==> src/rtl/multi_alarm_clock_core_pkg.sv <==
// Shared types for the multi-alarm clock core.
//   ring_state_e : ring/snooze FSM states
//   hm_t         : hours (1..12) / minutes (0..59) / am_pm (0=AM) triple,
//                  used for both the time of day and every alarm register
//   hm_inc_hours : +1 hour with 12->1 wrap; 11->12 flips AM/PM
//   hm_inc_mins  : +1 minute with 59->0 wrap and no carry into hours
package clock_alarm_pkg;
  localparam int HOURS_W = 4;
  localparam int MINS_W  = 6;
  localparam int SECS_W  = 6;

  typedef enum logic [1:0] {IDLE = 2'd0, RING = 2'd1, SNOOZE = 2'd2} ring_state_e;

  typedef struct packed {
    logic [HOURS_W-1:0] hours;
    logic [MINS_W-1:0]  mins;
    logic               am_pm;
  } hm_t;

  localparam hm_t HM_MIDNIGHT = '{hours: 4'd12, mins: 6'd0, am_pm: 1'b0};

  function automatic hm_t hm_inc_hours(hm_t t);
    hm_t r;
    r = t;
    r.hours = (t.hours == 4'd12) ? 4'd1 : t.hours + 4'd1;
    if (t.hours == 4'd11) r.am_pm = ~t.am_pm;
    return r;
  endfunction

  function automatic hm_t hm_inc_mins(hm_t t);
    hm_t r;
    r = t;
    r.mins = (t.mins == 6'd59) ? 6'd0 : t.mins + 6'd1;
    return r;
  endfunction
endpackage

==> src/rtl/multi_alarm_clock_core_if.sv <==
// User-control / display bundle of the multi-alarm clock core.
//   master : panel side (drives set/edit/arm/stop/snooze, reads display)
//   slave  : core side
// Inputs : set_time, set_alarm, alarm_sel, hours_set, mins_set, alarm_en,
//          toggle_switch, snooze
// Outputs: hours_out, mins_out, am_pm_out, secs_out, ring_id, speaker_out
interface multi_alarm_clock_core_if #(
  parameter int NUM_ALARMS = 4,
  parameter int AW = (NUM_ALARMS > 1) ? $clog2(NUM_ALARMS) : 1
);
  logic                  set_time;
  logic                  set_alarm;
  logic [AW-1:0]         alarm_sel;
  logic                  hours_set;
  logic                  mins_set;
  logic [NUM_ALARMS-1:0] alarm_en;
  logic                  toggle_switch;
  logic                  snooze;
  logic [3:0]            hours_out;
  logic [5:0]            mins_out;
  logic                  am_pm_out;
  logic [5:0]            secs_out;
  logic [AW-1:0]         ring_id;
  logic                  speaker_out;

  modport master (
    output set_time, set_alarm, alarm_sel, hours_set, mins_set, alarm_en,
           toggle_switch, snooze,
    input  hours_out, mins_out, am_pm_out, secs_out, ring_id, speaker_out
  );
  modport slave (
    input  set_time, set_alarm, alarm_sel, hours_set, mins_set, alarm_en,
           toggle_switch, snooze,
    output hours_out, mins_out, am_pm_out, secs_out, ring_id, speaker_out
  );
endinterface

==> src/rtl/multi_alarm_clock_core_ring_fsm.sv <==
// alarm_ring_fsm: IDLE/RING/SNOOZE controller with ring timeout and snooze
// countdown, both counted in sec_tick units.
// Ports: clk, reset_n (sync, active low), trigger_i, toggle_i, snooze_i,
//        sec_tick_i in; speaker_o (high in RING), state_o out.
// Macro MULTI_ALARM_SNOOZE_EN builds the SNOOZE state and its countdown;
// without it snooze_i is ignored.
module alarm_ring_fsm
  import clock_alarm_pkg::*;
#(
  parameter int RING_TIMEOUT_S = 60,
  parameter int SNOOZE_S       = 300
) (
  input  logic        clk,
  input  logic        reset_n,
  input  logic        trigger_i,
  input  logic        toggle_i,
  input  logic        snooze_i,
  input  logic        sec_tick_i,
  output logic        speaker_o,
  output ring_state_e state_o
);
  localparam int TW = $clog2(RING_TIMEOUT_S + 1);
  localparam logic [TW-1:0] TMO_MAX = TW'(RING_TIMEOUT_S);

  ring_state_e   state_q, state_d;
  logic [TW-1:0] tmo_q, tmo_d;

`ifdef MULTI_ALARM_SNOOZE_EN
  localparam int CW = $clog2(SNOOZE_S + 1);
  localparam logic [CW-1:0] SNZ_LOAD = CW'(SNOOZE_S);
  logic [CW-1:0] cd_q, cd_d;
`else
  logic snooze_unused;
  assign snooze_unused = snooze_i | (SNOOZE_S == 0);
`endif

  always_comb begin
    state_d = state_q;
    tmo_d   = tmo_q;
`ifdef MULTI_ALARM_SNOOZE_EN
    cd_d    = cd_q;
`endif
    case (state_q)
      IDLE: if (trigger_i) begin
        state_d = RING;
        tmo_d   = '0;
      end
      RING: begin
        // Triggers are ignored here; stop beats snooze beats timeout.
        if (toggle_i) state_d = IDLE;
`ifdef MULTI_ALARM_SNOOZE_EN
        else if (snooze_i) begin
          state_d = SNOOZE;
          cd_d    = SNZ_LOAD;
        end
`endif
        else if (sec_tick_i) begin
          tmo_d = tmo_q + TW'(1);
          if (tmo_d == TMO_MAX) state_d = IDLE;
        end
      end
`ifdef MULTI_ALARM_SNOOZE_EN
      SNOOZE: begin
        if (toggle_i) state_d = IDLE;
        else if (trigger_i) begin
          state_d = RING;
          tmo_d   = '0;
        end else if (sec_tick_i) begin
          cd_d = cd_q - CW'(1);
          if (cd_q <= CW'(1)) begin
            cd_d    = '0;
            state_d = RING;
            tmo_d   = '0;
          end
        end
      end
`endif
      default: state_d = IDLE;
    endcase
  end

  always_ff @(posedge clk) begin
    if (!reset_n) begin
      state_q <= IDLE;
      tmo_q   <= '0;
`ifdef MULTI_ALARM_SNOOZE_EN
      cd_q    <= '0;
`endif
    end else begin
      state_q <= state_d;
      tmo_q   <= tmo_d;
`ifdef MULTI_ALARM_SNOOZE_EN
      cd_q    <= cd_d;
`endif
    end
  end

  assign speaker_o = (state_q == RING);
  assign state_o   = state_q;
endmodule

==> src/rtl/multi_alarm_clock_core.sv <==
// multi_alarm_clock_core: 12-hour time-of-day counter, NUM_ALARMS alarm
// registers with per-alarm arm bits, and a ring/snooze controller.
// Ports: clk, reset_n (sync, active low), bus (multi_alarm_clock_core_if.slave:
//        edit/arm/stop/snooze controls in; display, ring_id, speaker out).
// Macro MULTI_ALARM_SNOOZE_EN enables snooze (see alarm_ring_fsm).
module multi_alarm_clock_core
  import clock_alarm_pkg::*;
#(
  parameter int CLK_HZ         = 256,
  parameter int NUM_ALARMS     = 4,
  parameter int RING_TIMEOUT_S = 60,
  parameter int SNOOZE_S       = 300
) (
  input  logic                     clk,
  input  logic                     reset_n,
  multi_alarm_clock_core_if.slave  bus
);
  localparam int AW = (NUM_ALARMS > 1) ? $clog2(NUM_ALARMS) : 1;
  localparam int PW = (CLK_HZ > 1) ? $clog2(CLK_HZ) : 1;
  localparam logic [PW-1:0] PRESC_MAX = PW'(CLK_HZ - 1);

  logic [PW-1:0]              presc_q, presc_d;
  logic [SECS_W-1:0]          secs_q, secs_d;
  hm_t                        time_q, time_d;
  hm_t [NUM_ALARMS-1:0]       alarm_q, alarm_d;
  logic                       sec_tick, sel_valid, any_match, match_q, trig_q, accept;
  logic [NUM_ALARMS-1:0]      match;
  logic [AW-1:0]              low_id, trig_id_q, ring_id_q;
  hm_t                        disp;
  ring_state_e                state;
  logic                       speaker;

  assign sel_valid = 32'(bus.alarm_sel) < 32'(NUM_ALARMS);
  // Prescaler is pinned to 0 while setting time, so no tick can escape then.
  assign sec_tick  = !bus.set_time && (presc_q == PRESC_MAX);

  always_comb begin
    presc_d = presc_q;
    secs_d  = secs_q;
    time_d  = time_q;
    alarm_d = alarm_q;
    if (bus.set_time) begin
      presc_d = '0;
      secs_d  = '0;
      if (bus.hours_set) time_d = hm_inc_hours(time_d);
      if (bus.mins_set)  time_d = hm_inc_mins(time_d);
    end else begin
      presc_d = sec_tick ? '0 : presc_q + PW'(1);
      if (sec_tick) begin
        if (secs_q == 6'd59) begin
          secs_d = '0;
          time_d = hm_inc_mins(time_q);
          if (time_q.mins == 6'd59) time_d = hm_inc_hours(time_d);
        end else begin
          secs_d = secs_q + 6'd1;
        end
      end
      if (bus.set_alarm && sel_valid) begin
        if (bus.hours_set) alarm_d[bus.alarm_sel] = hm_inc_hours(alarm_d[bus.alarm_sel]);
        if (bus.mins_set)  alarm_d[bus.alarm_sel] = hm_inc_mins(alarm_d[bus.alarm_sel]);
      end
    end
  end

  for (genvar i = 0; i < NUM_ALARMS; i++) begin : g_match
    assign match[i] = bus.alarm_en[i] && (alarm_q[i] == time_q) &&
                      (secs_q == '0) && !bus.set_time;
  end
  assign any_match = |match;

  always_comb begin
    low_id = '0;
    for (int i = NUM_ALARMS - 1; i >= 0; i--)
      if (match[i]) low_id = AW'(i);
  end

  // ring_id follows only triggers the FSM actually takes (IDLE, or SNOOZE
  // without a simultaneous stop); a ring in progress keeps its id.
  assign accept = trig_q && ((state == IDLE) || ((state == SNOOZE) && !bus.toggle_switch));

  always_ff @(posedge clk) begin
    if (!reset_n) begin
      presc_q   <= '0;
      secs_q    <= '0;
      time_q    <= HM_MIDNIGHT;
      alarm_q   <= {NUM_ALARMS{HM_MIDNIGHT}};
      match_q   <= 1'b0;
      trig_q    <= 1'b0;
      trig_id_q <= '0;
      ring_id_q <= '0;
    end else begin
      presc_q   <= presc_d;
      secs_q    <= secs_d;
      time_q    <= time_d;
      alarm_q   <= alarm_d;
      match_q   <= any_match;
      trig_q    <= any_match && !match_q;
      trig_id_q <= low_id;
      if (accept) ring_id_q <= trig_id_q;
    end
  end

  alarm_ring_fsm #(
    .RING_TIMEOUT_S (RING_TIMEOUT_S),
    .SNOOZE_S       (SNOOZE_S)
  ) u_fsm (
    .clk        (clk),
    .reset_n    (reset_n),
    .trigger_i  (trig_q),
    .toggle_i   (bus.toggle_switch),
    .snooze_i   (bus.snooze),
    .sec_tick_i (sec_tick),
    .speaker_o  (speaker),
    .state_o    (state)
  );

  always_comb begin
    disp = time_q;
    if (bus.set_alarm && !bus.set_time && sel_valid) disp = alarm_q[bus.alarm_sel];
  end

  assign bus.hours_out   = disp.hours;
  assign bus.mins_out    = disp.mins;
  assign bus.am_pm_out   = disp.am_pm;
  assign bus.secs_out    = secs_q;
  assign bus.ring_id     = ring_id_q;
  assign bus.speaker_out = speaker;
endmodule
==> src/flat_wrapper.sv <==
// flat-port wrapper written by rule: the top's interface ports become plain ports
module multi_alarm_clock_core_flat import clock_alarm_pkg::*;
#(
  parameter int CLK_HZ         = 256,
  parameter int NUM_ALARMS     = 4,
  parameter int RING_TIMEOUT_S = 60,
  parameter int SNOOZE_S       = 300
)
  (clk, reset_n, bus_set_time, bus_set_alarm, bus_alarm_sel, bus_hours_set, bus_mins_set, bus_alarm_en, bus_toggle_switch, bus_snooze, bus_hours_out, bus_mins_out, bus_am_pm_out, bus_secs_out, bus_ring_id, bus_speaker_out);
  multi_alarm_clock_core_if #(.NUM_ALARMS(NUM_ALARMS)) bus_i ();
  input  logic clk;
  input  logic reset_n;
  input wire logic [$bits(bus_i.set_time)-1:0] bus_set_time;
  input wire logic [$bits(bus_i.set_alarm)-1:0] bus_set_alarm;
  input wire logic [$bits(bus_i.alarm_sel)-1:0] bus_alarm_sel;
  input wire logic [$bits(bus_i.hours_set)-1:0] bus_hours_set;
  input wire logic [$bits(bus_i.mins_set)-1:0] bus_mins_set;
  input wire logic [$bits(bus_i.alarm_en)-1:0] bus_alarm_en;
  input wire logic [$bits(bus_i.toggle_switch)-1:0] bus_toggle_switch;
  input wire logic [$bits(bus_i.snooze)-1:0] bus_snooze;
  output wire logic [$bits(bus_i.hours_out)-1:0] bus_hours_out;
  output wire logic [$bits(bus_i.mins_out)-1:0] bus_mins_out;
  output wire logic [$bits(bus_i.am_pm_out)-1:0] bus_am_pm_out;
  output wire logic [$bits(bus_i.secs_out)-1:0] bus_secs_out;
  output wire logic [$bits(bus_i.ring_id)-1:0] bus_ring_id;
  output wire logic [$bits(bus_i.speaker_out)-1:0] bus_speaker_out;
  assign bus_i.set_time = bus_set_time;
  assign bus_i.set_alarm = bus_set_alarm;
  assign bus_i.alarm_sel = bus_alarm_sel;
  assign bus_i.hours_set = bus_hours_set;
  assign bus_i.mins_set = bus_mins_set;
  assign bus_i.alarm_en = bus_alarm_en;
  assign bus_i.toggle_switch = bus_toggle_switch;
  assign bus_i.snooze = bus_snooze;
  assign bus_hours_out = bus_i.hours_out;
  assign bus_mins_out = bus_i.mins_out;
  assign bus_am_pm_out = bus_i.am_pm_out;
  assign bus_secs_out = bus_i.secs_out;
  assign bus_ring_id = bus_i.ring_id;
  assign bus_speaker_out = bus_i.speaker_out;
  multi_alarm_clock_core #(.CLK_HZ(CLK_HZ), .NUM_ALARMS(NUM_ALARMS), .RING_TIMEOUT_S(RING_TIMEOUT_S), .SNOOZE_S(SNOOZE_S)) u_core (.clk(clk), .reset_n(reset_n), .bus(bus_i));
endmodule
==> config.mk <==
export PLATFORM = sky130hd
export DESIGN_NAME = multi_alarm_clock_core_flat
export DESIGN_NICKNAME = d
export VERILOG_FILES = /design/src/rtl/multi_alarm_clock_core_pkg.sv /design/src/rtl/multi_alarm_clock_core_if.sv /design/src/rtl/multi_alarm_clock_core_ring_fsm.sv /design/src/rtl/multi_alarm_clock_core.sv /design/src/flat_wrapper.sv
export SDC_FILE = /design/constraint.sdc
export NUM_CORES = 1
export LEC_CHECK = 0
export BUFFER_PORTS_ARGS = -buffer_cell sky130_fd_sc_hd__buf_2
export CAP_MARGIN = 20
export CORE_MARGIN = 2
export CORE_UTILIZATION = 45
export CTS_CLUSTER_DIAMETER = 30
export CTS_CLUSTER_SIZE = 8
export DETAILED_ROUTE_END_ITERATION = 6
export PLACE_DENSITY = 0.71
export SLEW_MARGIN = 30
export SYNTH_ARGS = -nofsm -noshare
export SYNTH_HDL_FRONTEND = slang
export SYNTH_SLANG_ARGS = --single-unit
==> constraint.sdc <==
create_clock -name clk -period 4.5 [get_ports clk]
set_clock_uncertainty 0.15 [all_clocks]
set_input_delay 0 -clock clk [delete_from_list [all_inputs] [get_ports clk]]
set_output_delay 0 -clock clk [all_outputs]
set_load 0.005 [all_outputs]
==> flow_summary.json, run 1 <==
{
  "endpoint_kind": "flop",
  "hold_slack_ns": 0.0512,
  "synth_fp_nets": 584,
  "ir_drop_mv": 0.239,
  "start_util": 0.463,
  "floorplan.rows": 37,
  "diodes": 0,
  "ant_nets": 0,
  "gr-total-overflow": 0,
  "tightestPinTransition_ns": 0.789,
  "startpoint_type": "flop",
  "synth_edf_count": 0,
  "drc": 0,
  "fillers": 1010,
  "p_per_area_mw_per_mm2": 293,
  "drt-pass1-iter-count": 5,
  "setup-tns-final_ns": 0,
  "yosys-top-cells-area": "dfxtp_1 34%, xnor2_1 9.4%, nand2_1 5.3%",
  "yosysTopAreaCellShare": 0.345,
  "relSlewSlack": 0.472,
  "fp.dieH_um": 107,
  "cts_sinks": 82,
  "clockBufferDepth": 2,
  "dieArea_mm2": 0.0114,
  "seq_area_frac_synth": 0.345,
  "grt_first_pass_wirelength_um": 20200,
  "cts_hold_buf": 3,
  "yosysTopAreaCell": "dfxtp_1",
  "worstPathArrival_ns": 2.67,
  "synth_flop_cell": "dfxtp_1",
  "setup_viol": 0,
  "yosys_warnings": 0,
  "cts_tree": "done",
  "dr_total_vias": 4224,
  "cts.clk_slew.worst_paths_ns": 0.08,
  "worstSkewPairLatency_ns": 0.36,
  "critPathMaxFanout": 9,
  "synthXorXnorAreaFrac": 0.105,
  "async_flop_share": 0,
  "syn_avg_cell_area_um2": 8.50,
  "finalMaxSlewViolations": 0,
  "drv_cap": 0,
  "synth_top_family_by_area": "simple AND/OR/NAND/NOR gates",
  "grt_start_max_net_pins": 40,
  "status": "finished clean",
  "drt_wl_total_um": 12300,
  "synth_area_mm2": 0.00476,
  "hp-class": "primary input to flop",
  "synth_compound_area_frac": 0.170,
  "vias_per_cell": 5.90,
  "holdPathStages": 4,
  "period_minus_slack_ns": 2.53,
  "track_usage": 0.223,
  "core-area_mm2": 0.0103,
  "h-tree-depth": 3,
  "p_leak_uw": 0.00189,
  "yosysUniqueCellTypes": 56,
  "grt_pass1_vias": 4096,
  "antenna_found_initial": 0,
  "synth_cells": 560,
  "synthAdderAreaFrac": 0.0263,
  "hold_viol": 0,
  "drtIter0Drc": 387,
  "required_ns": 4.64,
  "num-nets-final": 599,
  "synth_seq_cells": 82,
  "synth-simple-area-share": 0.213,
  "drive_gt1_frac": 0.129,
  "crit_type": "flop to flop",
  "post-cts-setup-buffers": 0,
  "portBuffers": 32,
  "die_w_um": 107,
  "rsz0062_at_grt": "false",
  "fin_crit_sh": 0.563,
  "ios": 34,
  "clock.fmax_mhz": 395,
  "muxShareOfSynthArea": 0.100,
  "cts_buffers": 9,
  "cts.repair.resized": 0,
  "wl_per_cell_um": 17.2,
  "place.gp.congestion": 0.888,
  "reg2regPathDepth": 6,
  "area_growth_syn_to_layout_pct": 9.96,
  "ctsRootBufferMaster": "clkbuf_8",
  "dp_hpwl_um": 8860
}
## synth_stat cells, drive strengths merged (6+ instances only)
cell type   n
o221a       9
a21boi      6
nor2b       8
xor2        6
dfxtp      82
mux4       11
a221o       6
o21ai      34
a21oi      31
a31oi      10
nand2b      6
nand2      67
nand3      18
mux2i      21
clkbuf     28
xnor2      51
nor3        7
nand4      18
nor2       55
inv        16
ha         10
## logic make-up (layout without fill, tap and decap cells)
kind of cell               Yosys count  count (layout)
AOI/OAI and AO/OA                  120             120
xor gates and xnor gates            57              57
adders and majority gates           10              10
buffers and inverters               49              69
DFF                                 82              82
muxes                               32              32
and+or+nand+nor                    210             210
## metrics by stage
stage | setup slack, ns | cells | instance area, um2 | util | total power (uW)
final | 1.97 | 716 | 5240 | 0.509 | 1530
after global routing | 1.70 | 716 | 5240 | 0.509 | 1590
after CTS | 1.98 | 716 | 5240 | 0.509 | 1540
after detailed placement | 1.91 | 697 | 4980 | 0.484 | 943
after global placement | 1.96 | 697 | 4970 | 0.484 | 939
after floorplan | 2.44 | 560 | 4760 | - | 895
## sequential cells by signal (all words and copies together), names as in the netlist
name                  cells
u_core.match_q            1
u_core.u_fsm.tmo_q        6
u_core.bus.ring_id        2
u_core.trig_id_q          2
u_core.presc_q            8
u_core.alarm_q           44
u_core.bus.secs_out       6
u_core.u_fsm.state_o      1
u_core.time_q            11
u_core.trig_q             1
## per-layer routing
layer / wire length (um) / up-vias / GRT usage
met3: 783 / 19 / 0.0395
met2: 5930 / 137 / 0.377
met4: 155 / 0 / 0.0622
met5: 0 / - / 0
met1: 5470 / 2032 / 0.293
li1: - / 2036 / -
## layout make-up
class,count,area (um2),share of cell area
Inverter,16,60.1,0.0115
Multi-Input combinational cell,429,2930,0.560
Timing Repair Buffer,37,205,0.0392
Tap cell,136,170,0.0325
Clock buffer,10,138,0.0263
Sequential cell,82,1640,0.314
Clock inverter,6,88.8,0.0170
## where the power goes
part,total [uW],switching (uW),internal (uW)
Clock,601,272,328
Combinational,170,103,66.4
Sequential,763,21.3,741
Total,1530,397,1140
## worst paths after layout
check / start / to / slack [ns]
max: u_core.time_q[1] / u_core.time_q[0] / 1.97
min: bus_alarm_en[1] / u_core.trig_id_q[1] / 0.05
max reg2reg: u_core.time_q[1] / u_core.time_q[0] / 1.97
min reg2reg: u_core.match_q / u_core.trig_q / 0.24
## critical path: stages, from the launching register on
cell	delay (ns)
dfxtp_1	0.57
ha_1	0.30
nor2b_1	0.19
nand4_1	0.23
o41a_1	0.51
or3_1	0.38
a21oi_1	0.13
## cells in the final DEF (no fill, tap or decap), drive strengths merged, types with 5 or more instances in the layout
master / n
a21boi: 6
a21oi: 31
a221o: 6
a31oi: 10
and2: 5
and3: 5
buf: 34
clkbuf: 10
dfxtp: 82
ha: 10
inv: 17
mux2i: 21
mux4: 11
nand2: 67
nand2b: 6
nand3: 18
nand4: 18
nor2: 55
nor2b: 8
nor3: 7
o21ai: 34
o221a: 9
xnor2: 51
xor2: 6
Note: power is estimated with default switching activity, not from simulation.
==> inputs of run 2 (changes only) <==
- clock period: 4.5 -> 2.4 ns (I/O delays scaled with it)
==> run 2 against run 1 <==
Effect of this change:
- the flow now finishes with violations (hold timing)
- critical path depth stayed put
- total power is 84% higher
- final area is 4.8% higher
- non-clock buffer count is 35 higher
- clock-buffer cell count is 1 lower
- cell count is 5.0% higher
- first-iteration DRC count is 7.8% lower
==> flow_summary.json, run 2 (synthesis gave the netlist of run 1 again) <==
{
  "crit_type": "flop to flop",
  "holdPathStages": 3,
  "diodes": 0,
  "portBuffers": 32,
  "period_minus_slack_ns": 2.29,
  "regMostFlops": "u_core.alarm_q",
  "cts_sinks": 82,
  "fin_crit_sh": 0.956,
  "cts_tree": "done",
  "wl_per_cell_um": 17.3,
  "area_growth_syn_to_layout_pct": 15.2,
  "dp_hpwl_um": 9440,
  "start_util": 0.463,
  "drive_gt1_frac": 0.172,
  "critPathMaxStageDelay_ns": 0.54,
  "h-tree-depth": 3,
  "worstPathArrival_ns": 2.42,
  "dr_total_vias": 4454,
  "drt-pass1-iter-count": 6,
  "p_per_area_mw_per_mm2": 513,
  "largest_reg_flops": 44,
  "antenna_found_initial": 0,
  "tightestPinTransition_ns": 0.812,
  "finalMaxSlewViolations": 0,
  "core-area_mm2": 0.0103,
  "ios": 34,
  "cp_slowest_cell": "o41a_1",
  "clock.fmax_mhz": 436,
  "drv_cap": 0,
  "drc": 0,
  "hold_slack_ns": -0.000567,
  "largest_registers": "u_core.alarm_q (44), u_core.time_q (11), u_core.presc_q (8)",
  "path_cells": "ha_1 -> nor2b_1 -> nand4_1 -> o41a_1 -> or3_1 -> a21oi_1",
  "gr-total-overflow": 0,
  "status": "finished with violations",
  "die_w_um": 107,
  "ant_nets": 0,
  "place.gp.congestion": 0.940,
  "track_usage": 0.232,
  "setup_viol": 0,
  "critPathMaxFanout": 6,
  "setup_ws_ns": 0.106,
  "startpoint_type": "flop",
  "violations": "hold timing",
  "required_ns": 2.53,
  "clockBufferDepth": 2,
  "vias_per_cell": 5.92,
  "drt_wl_total_um": 13000,
  "fillers": 970,
  "final_cell_mix": "82 x dfxtp_1, 67 x nand2_1, 55 x nor2_1",
  "dp_worst_setup_slack_ns": 0.0539,
  "endpoint_kind": "flop",
  "r2r_slack_ns": 0.11,
  "drtIter0Drc": 357,
  "hold_viol": 1,
  "reg2regPathDepth": 6,
  "grt_first_pass_wirelength_um": 20900,
  "relSlewSlack": 0.457,
  "ctsRootBufferMaster": "clkbuf_8",
  "worstSkewPairLatency_ns": 0.36,
  "power_uw": 2810,
  "grt_pass1_vias": 4230,
  "ir_drop_mv": 0.261,
  "dieArea_mm2": 0.0114,
  "cts.clk_slew.worst_paths_ns": 0.08,
  "num-nets-final": 635,
  "floorplan.rows": 37,
  "final_common_cell": "dfxtp_1",
  "fp.dieH_um": 107,
  "hp-class": "primary input to flop",
  "grt_start_max_net_pins": 39,
  "cts_buffers": 9,
  "utilization": 0.534,
  "p_leak_uw": 0.00206
}
==> run 2: changes by cell type in the layout (fill, tap and decap cells not counted), sizes merged <==
| cell | change |
|---|---|
| o41a | +1 |
| buf | +34 |
| clkinv | +2 |
| clkbuf | -1 |
| dlygate4sd3 | +1 |
| bufinv | -1 |
==> run 2: final cells by class <==
type | instances | area, um2 | area share
well taps | 136 | 170 | 0.0310
flip-flops and latches | 82 | 1640 | 0.299
clock buffers | 9 | 124 | 0.0226
repair buffers | 72 | 470 | 0.0857
inverters | 16 | 60.1 | 0.0109
clock inverters | 7 | 78.8 | 0.0144
multi-input cells | 430 | 2940 | 0.536
==> run 2: worst paths after layout <==
| check | startpoint | to |
|---|---|---|
| max | u_core.time_q[2] | u_core.time_q[0] |
| max reg2reg | u_core.time_q[2] | u_core.time_q[0] |
| min reg2reg | u_core.match_q | u_core.trig_q |
| min | reset_n | u_core.time_q[8] |
==> run 2: worst max-delay path, delay by kind of cell, from the launching register on <==
kind / cells / cell delay (ns)
simple gates: 3 / 0.83
compound gates: 2 / 0.68
flops: 1 / 0.35
fa+ha+maj: 1 / 0.21
==> run 2: layer usage <==
| metal | wire length (um) | global-route usage |
|---|---|---|
| met1 | 5510 | 0.300 |
| met2 | 6110 | 0.380 |
| met3 | 999 | 0.0535 |
| met4 | 376 | 0.0798 |
| met5 | 0 | 0 |
==> run 2: through the flow <==
step	hold WS [ns]	cell area, um2	TNS, ns	cells
4_1_cts	0.00510	5400	0	742
3_5_place_dp	0.230	5160	0	722
5_1_grt	0.0156	5490	-0.0507	752
2_1_floorplan	0.0407	4760	0	560
6_report	-0.000567	5490	0	752
3_3_place_gp	0.228	5160	0	722
==> run 2: power breakdown <==
| group | leakage (uW) | switching (uW) | internal (uW) |
|---|---|---|---|
| registers | 0.000664 | 34.7 | 1390 |
| clock network | 0.0000973 | 545 | 490 |
| logic | 0.00129 | 209 | 146 |
| total | 0.00206 | 789 | 2030 |
==> run 2: repair_timing <==
item,4_1_cts,5_1_grt
endpoints found under the setup margin,0,4
hold buffers,4,0
setup buffers,0,9
gates resized for setup,0,1
hold endpoints to repair,5,0
